## config.mk

```make
export PLATFORM = sky130hd
export DESIGN_NAME = gem_clct_delta_calc
export DESIGN_NICKNAME = d
export VERILOG_FILES = /design/src/rtl/gem_clct_delta_calc_pkg.sv /design/src/rtl/gem_clct_delta_calc_slot_hold.sv /design/src/rtl/gem_clct_delta_calc.sv
export SDC_FILE = /design/constraint.sdc
export NUM_CORES = 1
export LEC_CHECK = 0
export BUFFER_PORTS_ARGS = -buffer_cell sky130_fd_sc_hd__buf_4
export CAP_MARGIN = 20
export CORE_ASPECT_RATIO = 1.25
export CORE_MARGIN = 2
export CORE_UTILIZATION = 50
export CTS_CLUSTER_SIZE = 25
export DETAILED_ROUTE_END_ITERATION = 8
export PLACE_DENSITY = 0.76
export SLEW_MARGIN = 30
export SYNTH_ARGS = -nofsm -noshare
export SYNTH_HDL_FRONTEND = slang
export SYNTH_SLANG_ARGS = --single-unit
```

## constraint.sdc

```tcl
create_clock -name clock -period 6.6 [get_ports clock]
set_input_delay 1.32 -clock clock [delete_from_list [all_inputs] [get_ports clock]]
set_output_delay 1.32 -clock clock [all_outputs]
set_load 0.02 [all_outputs]
```

## src/rtl/gem_clct_delta_calc_pkg.sv

```systemverilog
// Shared constants for the GEM/CLCT bending-angle stage and the downstream tree encoder.
package gem_clct_delta_calc_pkg;
  localparam int GEM_NSLOTS = 8;
  localparam int PRI_W      = 10;
  localparam logic [PRI_W-1:0] PRI_NOMATCH = 10'h3FF;
  localparam int POS_W      = 10;
  localparam int KEY_W      = 8;
  localparam int AGE_W      = 3;
  localparam int NMATCH_W   = 4;

  // Unsigned |a - b| taken through an 11-bit signed difference, truncated to PRI_W.
  function automatic logic [PRI_W-1:0] abs_delta(input logic [POS_W-1:0] a,
                                                  input logic [POS_W-1:0] b);
    logic signed [POS_W:0] diff;
    diff = $signed({1'b0, a}) - $signed({1'b0, b});
    if (diff < 0) diff = -diff;
    return diff[PRI_W-1:0];
  endfunction
endpackage

```

## src/rtl/gem_clct_delta_calc_slot_hold.sv

```systemverilog
// One GEM slot: latches a cluster position and keeps it matchable for WIN bx.
module gem_slot_hold
  import gem_clct_delta_calc_pkg::*;
#(
  parameter int WIN = 3
) (
  input  logic             clock,
  input  logic             global_reset,
  input  logic             gem_vpf,
  input  logic [POS_W-1:0] gem_pos,
  output logic             live,
  output logic [POS_W-1:0] pos
);
  logic [AGE_W-1:0] age;

  // Age stops advancing once the slot dies, so it never wraps.
  always_ff @(posedge clock) begin
    if (global_reset) begin
      live <= 1'b0;
      age  <= '0;
      pos  <= '0;
    end else if (gem_vpf) begin
      live <= 1'b1;
      age  <= '0;
      pos  <= gem_pos;
    end else if (live) begin
      age <= age + 1'b1;
      if (age == AGE_W'(WIN - 1)) live <= 1'b0;
    end
  end
endmodule

```

## src/rtl/gem_clct_delta_calc.sv

```systemverilog
// Per-slot saturated |CLCT - GEM| bending priorities, two-stage pipeline from clct_vpf.
module gem_clct_delta_calc
  import gem_clct_delta_calc_pkg::*;
#(
  parameter int               WIN       = 3,
  parameter logic [PRI_W-1:0] DELTA_MAX = 10'd63,
  parameter int               POS_SHIFT = 1
) (
  input  logic                            clock,
  input  logic                            global_reset,
  input  logic [GEM_NSLOTS-1:0]           gem_vpf,
  input  logic [GEM_NSLOTS*POS_W-1:0]     gem_pos,
  input  logic                            clct_vpf,
  input  logic [KEY_W-1:0]                clct_key_hs,
  output logic [PRI_W-1:0]                win_pri_0,
  output logic [PRI_W-1:0]                win_pri_1,
  output logic [PRI_W-1:0]                win_pri_2,
  output logic [PRI_W-1:0]                win_pri_3,
  output logic [PRI_W-1:0]                win_pri_4,
  output logic [PRI_W-1:0]                win_pri_5,
  output logic [PRI_W-1:0]                win_pri_6,
  output logic [PRI_W-1:0]                win_pri_7,
  output logic                            out_vpf,
  output logic [KEY_W-1:0]                out_key_hs,
  output logic [NMATCH_W-1:0]             out_nmatch
);
  localparam int STAGES = 2;

  logic [GEM_NSLOTS-1:0]             slot_live, snap_live, accept;
  logic [GEM_NSLOTS-1:0][POS_W-1:0]  slot_pos, snap_pos;
  logic [GEM_NSLOTS-1:0][PRI_W-1:0]  delta, pri_nxt, win_pri;
  logic [STAGES:1]                   vld_pipe;
  logic [KEY_W-1:0]                  s1_key;
  logic [POS_W-1:0]                  s1_pos, key_pos;
  logic [NMATCH_W-1:0]               nmatch_nxt;

  gem_slot_hold #(.WIN(WIN)) u_slot [GEM_NSLOTS-1:0] (
    .clock        (clock),
    .global_reset (global_reset),
    .gem_vpf      (gem_vpf),
    .gem_pos      (gem_pos),
    .live         (slot_live),
    .pos          (slot_pos)
  );

  assign key_pos = POS_W'(clct_key_hs) << POS_SHIFT;

  for (genvar i = 0; i < GEM_NSLOTS; i++) begin : g_lane
    assign delta[i]   = abs_delta(s1_pos, snap_pos[i]);
    assign accept[i]  = vld_pipe[1] && snap_live[i] && (delta[i] <= DELTA_MAX);
    assign pri_nxt[i] = accept[i] ? delta[i] : PRI_NOMATCH;
  end

  always_comb begin
    nmatch_nxt = '0;
    for (int i = 0; i < GEM_NSLOTS; i++) nmatch_nxt = nmatch_nxt + NMATCH_W'(accept[i]);
  end

  // Stage 1 snapshots the slots as they stood in the CLCT's own bx.
  always_ff @(posedge clock) begin
    if (global_reset) begin
      vld_pipe   <= '0;
      s1_key     <= '0;
      s1_pos     <= '0;
      snap_live  <= '0;
      snap_pos   <= '0;
      win_pri    <= {GEM_NSLOTS{PRI_NOMATCH}};
      out_key_hs <= '0;
      out_nmatch <= '0;
    end else begin
      vld_pipe   <= {vld_pipe[STAGES-1:1], clct_vpf};
      s1_key     <= clct_key_hs;
      s1_pos     <= key_pos;
      snap_live  <= slot_live;
      snap_pos   <= slot_pos;
      win_pri    <= pri_nxt;
      out_nmatch <= nmatch_nxt;
      if (vld_pipe[1]) out_key_hs <= s1_key;
    end
  end

  assign out_vpf   = vld_pipe[STAGES];
  assign win_pri_0 = win_pri[0];
  assign win_pri_1 = win_pri[1];
  assign win_pri_2 = win_pri[2];
  assign win_pri_3 = win_pri[3];
  assign win_pri_4 = win_pri[4];
  assign win_pri_5 = win_pri[5];
  assign win_pri_6 = win_pri[6];
  assign win_pri_7 = win_pri[7];
endmodule

```

Word level (Yosys, flattened, before mapping)
Index checks and enable logic that the tools add are counted.

storage, ports and cells
  bits in registers = 304
  bits of input ports = 99

operators by class
  add/subtract/negate cells = 31
  magnitude comparators = 16
  eq/ne operators = 8
  muxes and demuxes = 32
  bitwise operators = 8
  reduce and logical (&&, ||, !) cells = 32

operators with widths
  cell                                                                               count
  11-bit by 1-bit less-than comparator with 1-bit output, second input constant      8
  10-bit by 10-bit subtractor with 11-bit output                                     8
  10-bit by 6-bit less-or-equal comparator with 1-bit output, second input constant  8
  10-bit 2-to-1 mux                                                                  8
  10-bit negator                                                                     8
  2-bit OR reduction                                                                 16
  3-bit by 1-bit adder with 3-bit output, second input constant                      8
  3-bit by 2-bit equality test with 1-bit output, second input constant              8
  1-bit 2-to-1 mux                                                                   24
  4-bit by 1-bit adder with 4-bit output                                             4
  1-bit logical AND                                                                  16
  1-bit inverter                                                                     8
  3-bit by 1-bit adder with 4-bit output                                             1
  2-bit by 1-bit adder with 3-bit output                                             1
  1-bit by 1-bit adder with 2-bit output                                             1

Longest topological paths before layout
Gate-level depths: netlist of the first run.

  depth in word-level cells = 12
  gate-level depth with buffers = 22
  mapped depth without buffers = 20

Cells and area by module
From an unflattened synthesis of the first run, not the netlist that was laid out.

unflattened totals
  cells, all modules = 1,705
  area, all modules = 15,336.0 um2

modules (own cells, without submodules)
  module                          times used  cells each  area each (um2)  seq. area each (um2)
  gem_clct_delta_calc             1           1,305       11,109.4         3,803.6
  gem_slot_hold at u_slot[0] ...  7           50          528.0            280.3
  gem_slot_hold at u_slot[7]      1           50          530.5            280.3

Worst setup path before layout of the first run
Ideal clock, no wire load.

  path kind = reg2reg
  start point = register s1_pos[1]
  end point = register out_nmatch[2]
  library setup time = 128 ps
  arrival = 5,709 ps
  path slack = 763 ps
  cell stages (with the launch flop) = 22
  path buffers = 1
  cell sequence = dfxtp_1 > inv_1 > fa_1 > nand2b_1 > a211o_1 > and3_1 > o21a_1 > or4_1 > o31a_1 > o21ai_0 > clkbuf_1 > nand3_1 > fa_1 > inv_1 > fa_1 > inv_1 > fa_1 > inv_1 > ha_1 > fa_1 > xnor2_1 > nor2_1

between the ends
  cells in the longest elaborated chain, start to end = 12
  elaborated cells between the ends (all ways) = 55
  classes of those cells = 23 x add/sub; 16 x order compare; 8 x mux; 8 x reduce/logical

RTL lines
  what                                                                                      line                           RTL
  from (decl)                                                                               gem_clct_delta_calc.sv:34      logic [POS_W-1:0] s1_pos, key_pos;
  from (signal assigned)                                                                    gem_clct_delta_calc.sv:73      s1_pos <= key_pos;
  10-bit by 10-bit subtractor with 11-bit output                                            gem_clct_delta_calc_pkg.sv:15  diff = $signed({1'b0, a}) - $signed({1'b0, b});
  10-bit negator or 11-bit by 1-bit less-than comparator with 1-bit output (tied branches)  gem_clct_delta_calc_pkg.sv:16  if (diff < 0) diff = -diff;
  10-bit 2-to-1 mux                                                                         gem_clct_delta_calc_pkg.sv:16
  10-bit by 6-bit less-or-equal comparator with 1-bit output                                gem_clct_delta_calc.sv:50      assign accept[i] = vld_pipe[1] && snap_live[i] && (delta[i] <= DELTA_MAX);
  1-bit logical AND                                                                         gem_clct_delta_calc.sv:50
  1-bit by 1-bit adder with 2-bit output                                                    gem_clct_delta_calc.sv:56      for (int i = 0; i < GEM_NSLOTS; i++) nmatch_nxt = nmatch_nxt + NMATCH_W'(accept[i]);
  2-bit by 1-bit adder with 3-bit output                                                    gem_clct_delta_calc.sv:56
  3-bit by 1-bit adder with 4-bit output                                                    gem_clct_delta_calc.sv:56
  4-bit by 1-bit adder with 4-bit output (3 in a row)                                       gem_clct_delta_calc.sv:56
  4-bit by 1-bit adder with 4-bit output (*)                                                gem_clct_delta_calc.sv:56
  to (signal assigned)                                                                      gem_clct_delta_calc.sv:77      out_nmatch <= nmatch_nxt;
  to (decl)                                                                                 gem_clct_delta_calc.sv:25      output logic [NMATCH_W-1:0] out_nmatch

Every way passes the cells marked *; elsewhere a longest branch is shown, timed or not.
A chain may end at the register's enable or synchronous reset.

Final worst setup path of the first run
Ends and elaborated chain as after synthesis.

==> results.sh, run 1 <==
export IMPL_status="finished, final reports clean"
export IMPL_yosys_warnings=0
export IMPL_grt_antenna_before_repair=0
export IMPL_worst_pin_slew_ns=0.845
export IMPL_swShare=0.285
export IMPL_fin_nets=2035
export IMPL_slew_violations=0
export IMPL_routed_wl_mm=35.5
export IMPL_seqPwrFrac=0.418
export IMPL_place_gp_congestion=0.850
export IMPL_cts_resized=0
export IMPL_grt_pass1_vias=11623
export IMPL_synthFlopType="dfxtp_1"
export IMPL_avgSynthCellArea_um2=9.01
export IMPL_vias=12044
export IMPL_synth_edf_count=0
export IMPL_grt_max_degree=84
export IMPL_finalSetupViolCount=0
export IMPL_pwr_share_comb=0.214
export IMPL_clk_path_buf_depth=3
export IMPL_drt_iter0_drc=572
export IMPL_clock_latency_ns=0.56
export IMPL_ys_seq_area_frac=0.402
export IMPL_io_buffers=191
export IMPL_cpMostUsedCell="fa_1"
export IMPL_power_density_nw_per_um2=259
export IMPL_nFillCells=2637
export IMPL_synth_top_area_share=0.402
export IMPL_syn_area_um2=15000
export IMPL_cts_root_buffer="clkbuf_16"
export IMPL_drtPass1Iterations=5
export IMPL_grt_pass1_wl_mm=56.8
export IMPL_hold_path_startpoint="u_slot[7].pos[1]$_SDFFE_PP0P_"
export IMPL_p_total_w=0.00463
export IMPL_area_growth_pct=18.6
export IMPL_cts_tree="yes"
export IMPL_clkTransAtPathRegs_ns=0.06
export IMPL_p_sw_w=0.00132
export IMPL_post_route_period_util=0.925
export IMPL_cp_data_required_time_ns=7.02
export IMPL_layoutNonFillerInstCount=2257
export IMPL_antenna_violating_nets_post_route=0
export IMPL_die_w_um=159
export IMPL_cts_hold_buf=0
export IMPL_h_tree_depth=1
export IMPL_detail_route_vias_per_cell=5.34
export IMPL_cts_sinks=302
export IMPL_num_rows=71
export IMPL_slew_headroom=0.437
export IMPL_end_kind="register"
export IMPL_start_util=0.504
export IMPL_start_kind="register"
export IMPL_drc_errors=0
export IMPL_synth_nets=1871
export IMPL_worst_path_buf_inv=5
export IMPL_path_max_fanout=11
export IMPL_core_area_um2=29800
export IMPL_die_area_um2=31500
export IMPL_period_needed_ns=6.11
export IMPL_critPathTopFamily="adder cells"
export IMPL_crit_start="s1_pos[1]$_SDFF_PP0_"
export IMPL_report_final_hold_viol_count=0
export IMPL_fmax_mhz=164
export IMPL_finClkSkew_ns=0.0248
export IMPL_antenna_cells=0
export IMPL_max_stage_delay_ns=0.60
export IMPL_p_leak_nw=7.44
export IMPL_ys_ff_latch=302
export IMPL_netlist_instances=1669
export IMPL_synth_cell_types=74
export IMPL_timing_rr_start="s1_pos[1]$_SDFF_PP0_"
export IMPL_rsz0062_at_grt="false"
export IMPL_crit_type="register to register"
export IMPL_routedWlPerCell_um=15.7
export IMPL_dp_cells=2202
export IMPL_p_int_w=0.00331
export IMPL_ioPinCount=192
export IMPL_hp_class="register to register"
export IMPL_dp_hpwl_mm=26.3
export IMPL_drive_gt1_frac=0.151
export IMPL_worstPathArrival_ns=6.53
export IMPL_vdd_drop_max_mv=0.201
export IMPL_yosys_top_cells_area="dfxtp_1, ha_1, mux2i_1"
export IMPL_crit_slowest_cell="fa_1"
export IMPL_cap_viol_max_count=0
export IMPL_grt_overflow_total=0
export IMPL_p_clk_frac=0.368
export IMPL_die_y_um=198
export IMPL_cp_cell_sequence="inv_1 > fa_1 > nand2b_1 > a211o_1 > and3_1 > o21a_1 > or4_1 > o31a_1 > o21ai_0 > buf_4 > nand3_1 > fa_1 > inv_1 > fa_1 > inv_1 > fa_1 > inv_1 > ha_1 > fa_1 > xnor2_1 > nor2_1"
export IMPL_grt_usage=0.219
export IMPL_numCtsBuffers=29
export IMPL_synthArstFlopShare=0
export IMPL_postCtsSetupBuffers=0
export IMPL_setup_tns_ns=0
export IMPL_synth_area_leader_cell="dfxtp_1"
[worst register-to-register path, stage by stage (launching register included)]
cell and delay (ns):
dfxtp_1 0.49, inv_1 0.36, fa_1 0.52, nand2b_1 0.22, a211o_1 0.28, and3_1 0.20
o21a_1 0.18, or4_1 0.49, o31a_1 0.11, o21ai_0 0.15, buf_4 0.20, nand3_1 0.12
fa_1 0.60, inv_1 0.07, fa_1 0.53, inv_1 0.05, fa_1 0.53, inv_1 0.05
ha_1 0.22, fa_1 0.38, xnor2_1 0.16, nor2_1 0.05
[through the flow]
step / utilization / setup WS, ns / instance area [µm²] / hold slack [ns]
after detailed placement: 0.563 / 0.485 / 16800 / 0.450
after global routing: 0.597 / 0.0624 / 17800 / 0.471
final: 0.597 / 0.492 / 17800 / 0.464
after global placement: 0.563 / 0.579 / 16800 / 0.444
after CTS: 0.596 / 0.445 / 17800 / 0.465
after floorplan: - / 0.763 / 15000 / 0.383
[routing by layer]
layer | up-vias | global-route usage | wire length, µm
met5 | - | 0 | 0
met4 | 0 | 0.0912 | 1220
met3 | 63 | 0.0329 | 1570
met2 | 263 | 0.409 | 18200
met1 | 5618 | 0.249 | 14500
li1 | 6100 | - | -
[cells by family after synthesis]
logic type	share of synthesized area
mux	0.0663
fa+ha+maj	0.0917
xor+xnor	0.0577
simple gates	0.209
flops	0.402
buf+inv	0.0483
compound gates	0.125
[power by group through the flow]
stage               Sequential (W)  Combinational, W  Clock (W)
finish                     0.00194          0.000988    0.00170
global route               0.00194           0.00110    0.00182
CTS                        0.00194          0.000979    0.00174
detailed placement         0.00198          0.000973          0
global placement           0.00197          0.000949          0
floorplan                  0.00196          0.000745          0
[synthesized netlist by cell type, drive strengths merged (5+ instances only)]
master	n
dfxtp	302
nor2	189
nor2b	122
inv	115
mux2i	95
ha	91
clkbuf	71
a21oi	66
nand2	60
nand3	56
xnor2	54
o21ai	48
xor2	45
nand4	35
nor3	32
nand2b	22
o21a	17
a21o	16
a2111oi	15
a211oi	15
fa	12
a211o	11
nor3b	11
o211ai	11
or3	11
a31oi	10
and3	10
nor4	10
and2	7
nand3b	7
or2	7
or4	7
o2111a	6
o2111ai	6
o22ai	6
nor4b	5
o211a	5
[final cells by class]
cell class                 count  area, µm²  share of cell area
sequential                   302       6050               0.339
tap                          401        502              0.0281
clock inverter                12        146             0.00821
inverter                     116        435              0.0244
clock buffer                  42        845              0.0474
timing repair buffer         208       1590              0.0889
multi-input combinational   1176       8270               0.464
[cells in the final DEF, fill, tap and decap left out, types with 7 or more instances in the layout]
| master | instances |
|---|---|
| dfxtp_1 | 302 |
| buf_4 | 206 |
| nor2_1 | 189 |
| nor2b_1 | 121 |
| inv_1 | 115 |
| mux2i_1 | 95 |
| ha_1 | 91 |
| a21oi_1 | 66 |
| nand2_1 | 60 |
| xnor2_1 | 54 |
| nand3_1 | 52 |
| o21ai_0 | 48 |
| xor2_1 | 45 |
| nand4_1 | 34 |
| nor3_1 | 32 |
| clkbuf_16 | 29 |
| nand2b_1 | 22 |
| o21a_1 | 17 |
| a21o_1 | 16 |
| a2111oi_0 | 15 |
| a211oi_1 | 14 |
| fa_1 | 12 |
| o211ai_1 | 11 |
| nor3b_1 | 11 |
| or3_1 | 11 |
| a211o_1 | 11 |
| and3_1 | 10 |
| a31oi_1 | 10 |
| nor4_1 | 9 |
| or4_1 | 7 |
| and2_1 | 7 |
| nand3b_1 | 7 |
| clkbuf_8 | 7 |
[registers in the layout, indices dropped and copies added, names as in the netlist]
register	cells
win_pri_3	10
out_key_hs	8
win_pri_5	10
win_pri_2	10
win_pri_4	10
s1_pos	8
u_slot.pos	80
win_pri_1	10
out_nmatch	4
win_pri_6	10
win_pri_0	10
snap_pos	80
win_pri_7	10
vld_pipe	2
u_slot.age	24
u_slot.live	8
snap_live	8
[final timing paths]
path                                    to  slack [ns]  depth (start not counted)
hold reg to reg    snap_pos[71]$_SDFF_PP0_        0.46                          1
setup / recovery  out_nmatch[2]$_SDFF_PP0_        0.49                         21
hold / removal     snap_pos[71]$_SDFF_PP0_        0.46                          1
setup reg to reg  out_nmatch[2]$_SDFF_PP0_        0.49                         21
No activity file was read; power rests on OpenSTA's default activity.
==> run 2: changes to the inputs <==
- MAX_ROUTING_LAYER: unset -> met4
==> results.sh, run 2 (same netlist as run 1, synthesis figures left out) <==
export IMPL_status="finished, final reports clean"
export IMPL_cp_cell_sequence="clkinvlp_4 > buf_4 > fa_1 > nor2b_1 > o211ai_1 > a211o_1 > a21oi_1 > o21ai_0 > a211oi_1 > buf_4 > nand4_1 > fa_1 > inv_1 > fa_1 > inv_1 > fa_1 > inv_1 > ha_1 > fa_1 > xnor2_1 > nor2_1"
export IMPL_layout_commonest_cell="dfxtp_1"
export IMPL_start_kind="register"
export IMPL_grt_antenna_before_repair=0
export IMPL_drt_iter0_drc=638
export IMPL_p_clk_frac=0.370
export IMPL_cap_viol_max_count=0
export IMPL_grt_pass1_vias=11604
export IMPL_critPathTopFamily="adder cells"
export IMPL_routedWlPerCell_um=15.9
export IMPL_seqPwrFrac=0.417
export IMPL_end_kind="register"
export IMPL_r2r_end="out_nmatch[2]$_SDFF_PP0_"
export IMPL_fin_nets=2040
export IMPL_report_final_hold_viol_count=0
export IMPL_antenna_violating_nets_post_route=0
export IMPL_ioPinCount=192
export IMPL_max_stage_delay_ns=0.57
export IMPL_die_area_um2=31500
export IMPL_biggestRegsByFlops="snap_pos (80), u_slot.pos (80), u_slot.age (24)"
export IMPL_die_y_um=198
export IMPL_final_core_util=0.599
export IMPL_worstPathArrival_ns=6.52
export IMPL_area_growth_pct=19.0
export IMPL_swShare=0.283
export IMPL_cts_sinks=302
export IMPL_p_leak_nw=7.47
export IMPL_cpMostUsedCell="fa_1"
export IMPL_crit_type="register to register"
export IMPL_num_rows=71
export IMPL_core_area_um2=29800
export IMPL_cts_root_buffer="clkbuf_16"
export IMPL_vias=12095
export IMPL_grt_pass1_wl_mm=56.8
export IMPL_period_needed_ns=6.08
export IMPL_numCtsBuffers=29
export IMPL_hold_end="snap_pos[28]$_SDFF_PP0_"
export IMPL_hold_path_startpoint="u_slot[2].pos[8]$_SDFFE_PP0P_"
export IMPL_layoutNonFillerInstCount=2261
export IMPL_clock_latency_ns=0.58
export IMPL_p_sw_w=0.00132
export IMPL_setup_tns_ns=0
export IMPL_drc_errors=0
export IMPL_slew_headroom=0.454
export IMPL_dp_hpwl_mm=26.6
export IMPL_timing_rr_start="s1_pos[1]$_SDFF_PP0_"
export IMPL_finalSetupViolCount=0
export IMPL_rsz0062_at_grt="false"
export IMPL_io_buffers=191
export IMPL_die_w_um=159
export IMPL_routed_wl_mm=35.9
export IMPL_post_route_period_util=0.921
export IMPL_pwr_share_comb=0.213
export IMPL_crit_cells=21
export IMPL_vdd_drop_max_mv=0.249
export IMPL_cts_tree="yes"
export IMPL_worstHoldPathCells=1
export IMPL_p_int_w=0.00333
export IMPL_grt_max_degree=95
export IMPL_nFillCells=2639
export IMPL_worst_pin_slew_ns=0.818
export IMPL_clkTransAtPathRegs_ns=0.06
export IMPL_power_density_nw_per_um2=260
export IMPL_worst_path_buf_inv=6
export IMPL_start_util=0.504
export IMPL_drive_gt1_frac=0.152
export IMPL_slew_violations=0
export IMPL_cp_data_required_time_ns=7.04
export IMPL_hp_class="register to register"
export IMPL_place_gp_congestion=0.861
export IMPL_finClkSkew_ns=0.0287
export IMPL_fmax_mhz=164
export IMPL_path_max_fanout=11
export IMPL_crit_slowest_cell="a21oi_1"
export IMPL_clk_path_buf_depth=3
export IMPL_detail_route_vias_per_cell=5.35
export IMPL_antenna_cells=0
export IMPL_grt_overflow_total=0
export IMPL_rr_worst_depth=21
export IMPL_final_cell_mix="dfxtp_1, buf_4, nor2_1"
export IMPL_grt_usage=0.227
export IMPL_dp_cells=2202
export IMPL_h_tree_depth=1
export IMPL_drtPass1Iterations=7
export IMPL_reg2reg_slack_ns=0.52
[run 2: worst max-delay path by stage]
stage                          from                  endpoint  slack (ns)
6_report       s1_pos[1]$_SDFF_PP0_  out_nmatch[2]$_SDFF_PP0_        0.52
5_1_grt        s1_pos[1]$_SDFF_PP0_  out_nmatch[2]$_SDFF_PP0_        0.13
4_1_cts        s1_pos[1]$_SDFF_PP0_  out_nmatch[2]$_SDFF_PP0_        0.37
3_5_place_dp   s1_pos[1]$_SDFF_PP0_  out_nmatch[2]$_SDFF_PP0_        0.38
3_3_place_gp   s1_pos[1]$_SDFF_PP0_  out_nmatch[2]$_SDFF_PP0_        0.58
2_1_floorplan  s1_pos[1]$_SDFF_PP0_  out_nmatch[2]$_SDFF_PP0_        0.76
[run 2: final cells by class]
type                            instances  area (µm²)  area share
Inverter                              116         439      0.0246
Timing Repair Buffer                  213        1640      0.0914
Clock inverter                         12         173     0.00965
Sequential cell                       302        6050       0.338
Tap cell                              401         502      0.0281
Clock buffer                           41         821      0.0459
Multi-Input combinational cell       1176        8270       0.462
[run 2: worst reg2reg max path: stages (launching register included)]
cell        delay [ns]
dfxtp_1           0.55
clkinvlp_4        0.23
buf_4             0.19
fa_1              0.42
nor2b_1           0.17
o211ai_1          0.16
a211o_1           0.32
a21oi_1           0.57
o21ai_0           0.17
a211oi_1          0.22
buf_4             0.20
nand4_1           0.14
fa_1              0.55
inv_1             0.07
fa_1              0.53
inv_1             0.05
fa_1              0.54
inv_1             0.04
ha_1              0.22
fa_1              0.39
xnor2_1           0.17
nor2_1            0.06
[run 2: layer usage]
metal	GRT usage	vias up	wire, µm
met5	-	-	0
met4	0.0872	0	1170
met3	0.0312	67	1610
met2	0.416	288	18700
met1	0.249	5656	14500
li1	-	6084	-
[run 2: stage by stage]
| step | hold WS (ns) | total power (W) | setup WS (ns) | area, µm² |
|---|---|---|---|---|
| after floorplan | 0.383 | 0.00271 | 0.763 | 15000 |
| after CTS | 0.463 | 0.00467 | 0.375 | 17800 |
| after global routing | 0.476 | 0.00487 | 0.133 | 17900 |
| after global placement | 0.449 | 0.00292 | 0.584 | 16800 |
| after detailed placement | 0.453 | 0.00295 | 0.383 | 16800 |
| final | 0.459 | 0.00465 | 0.519 | 17900 |
[run 2: power groups by stage]
stage                     Clock, W  Sequential (W)  Combinational [W]
after CTS                  0.00176         0.00194           0.000978
final                      0.00172         0.00194           0.000989
after global placement           0         0.00197           0.000949
after global routing       0.00183         0.00194            0.00110
after floorplan                  0         0.00196           0.000745
after detailed placement         0         0.00198           0.000972
[run 2: repair_timing]
item,CTS,global route
endpoints found under the setup margin,0,2
resized for setup,0,2
endpoints found under the hold margin,0,0
hold buffers,0,0
setup buffers,0,4
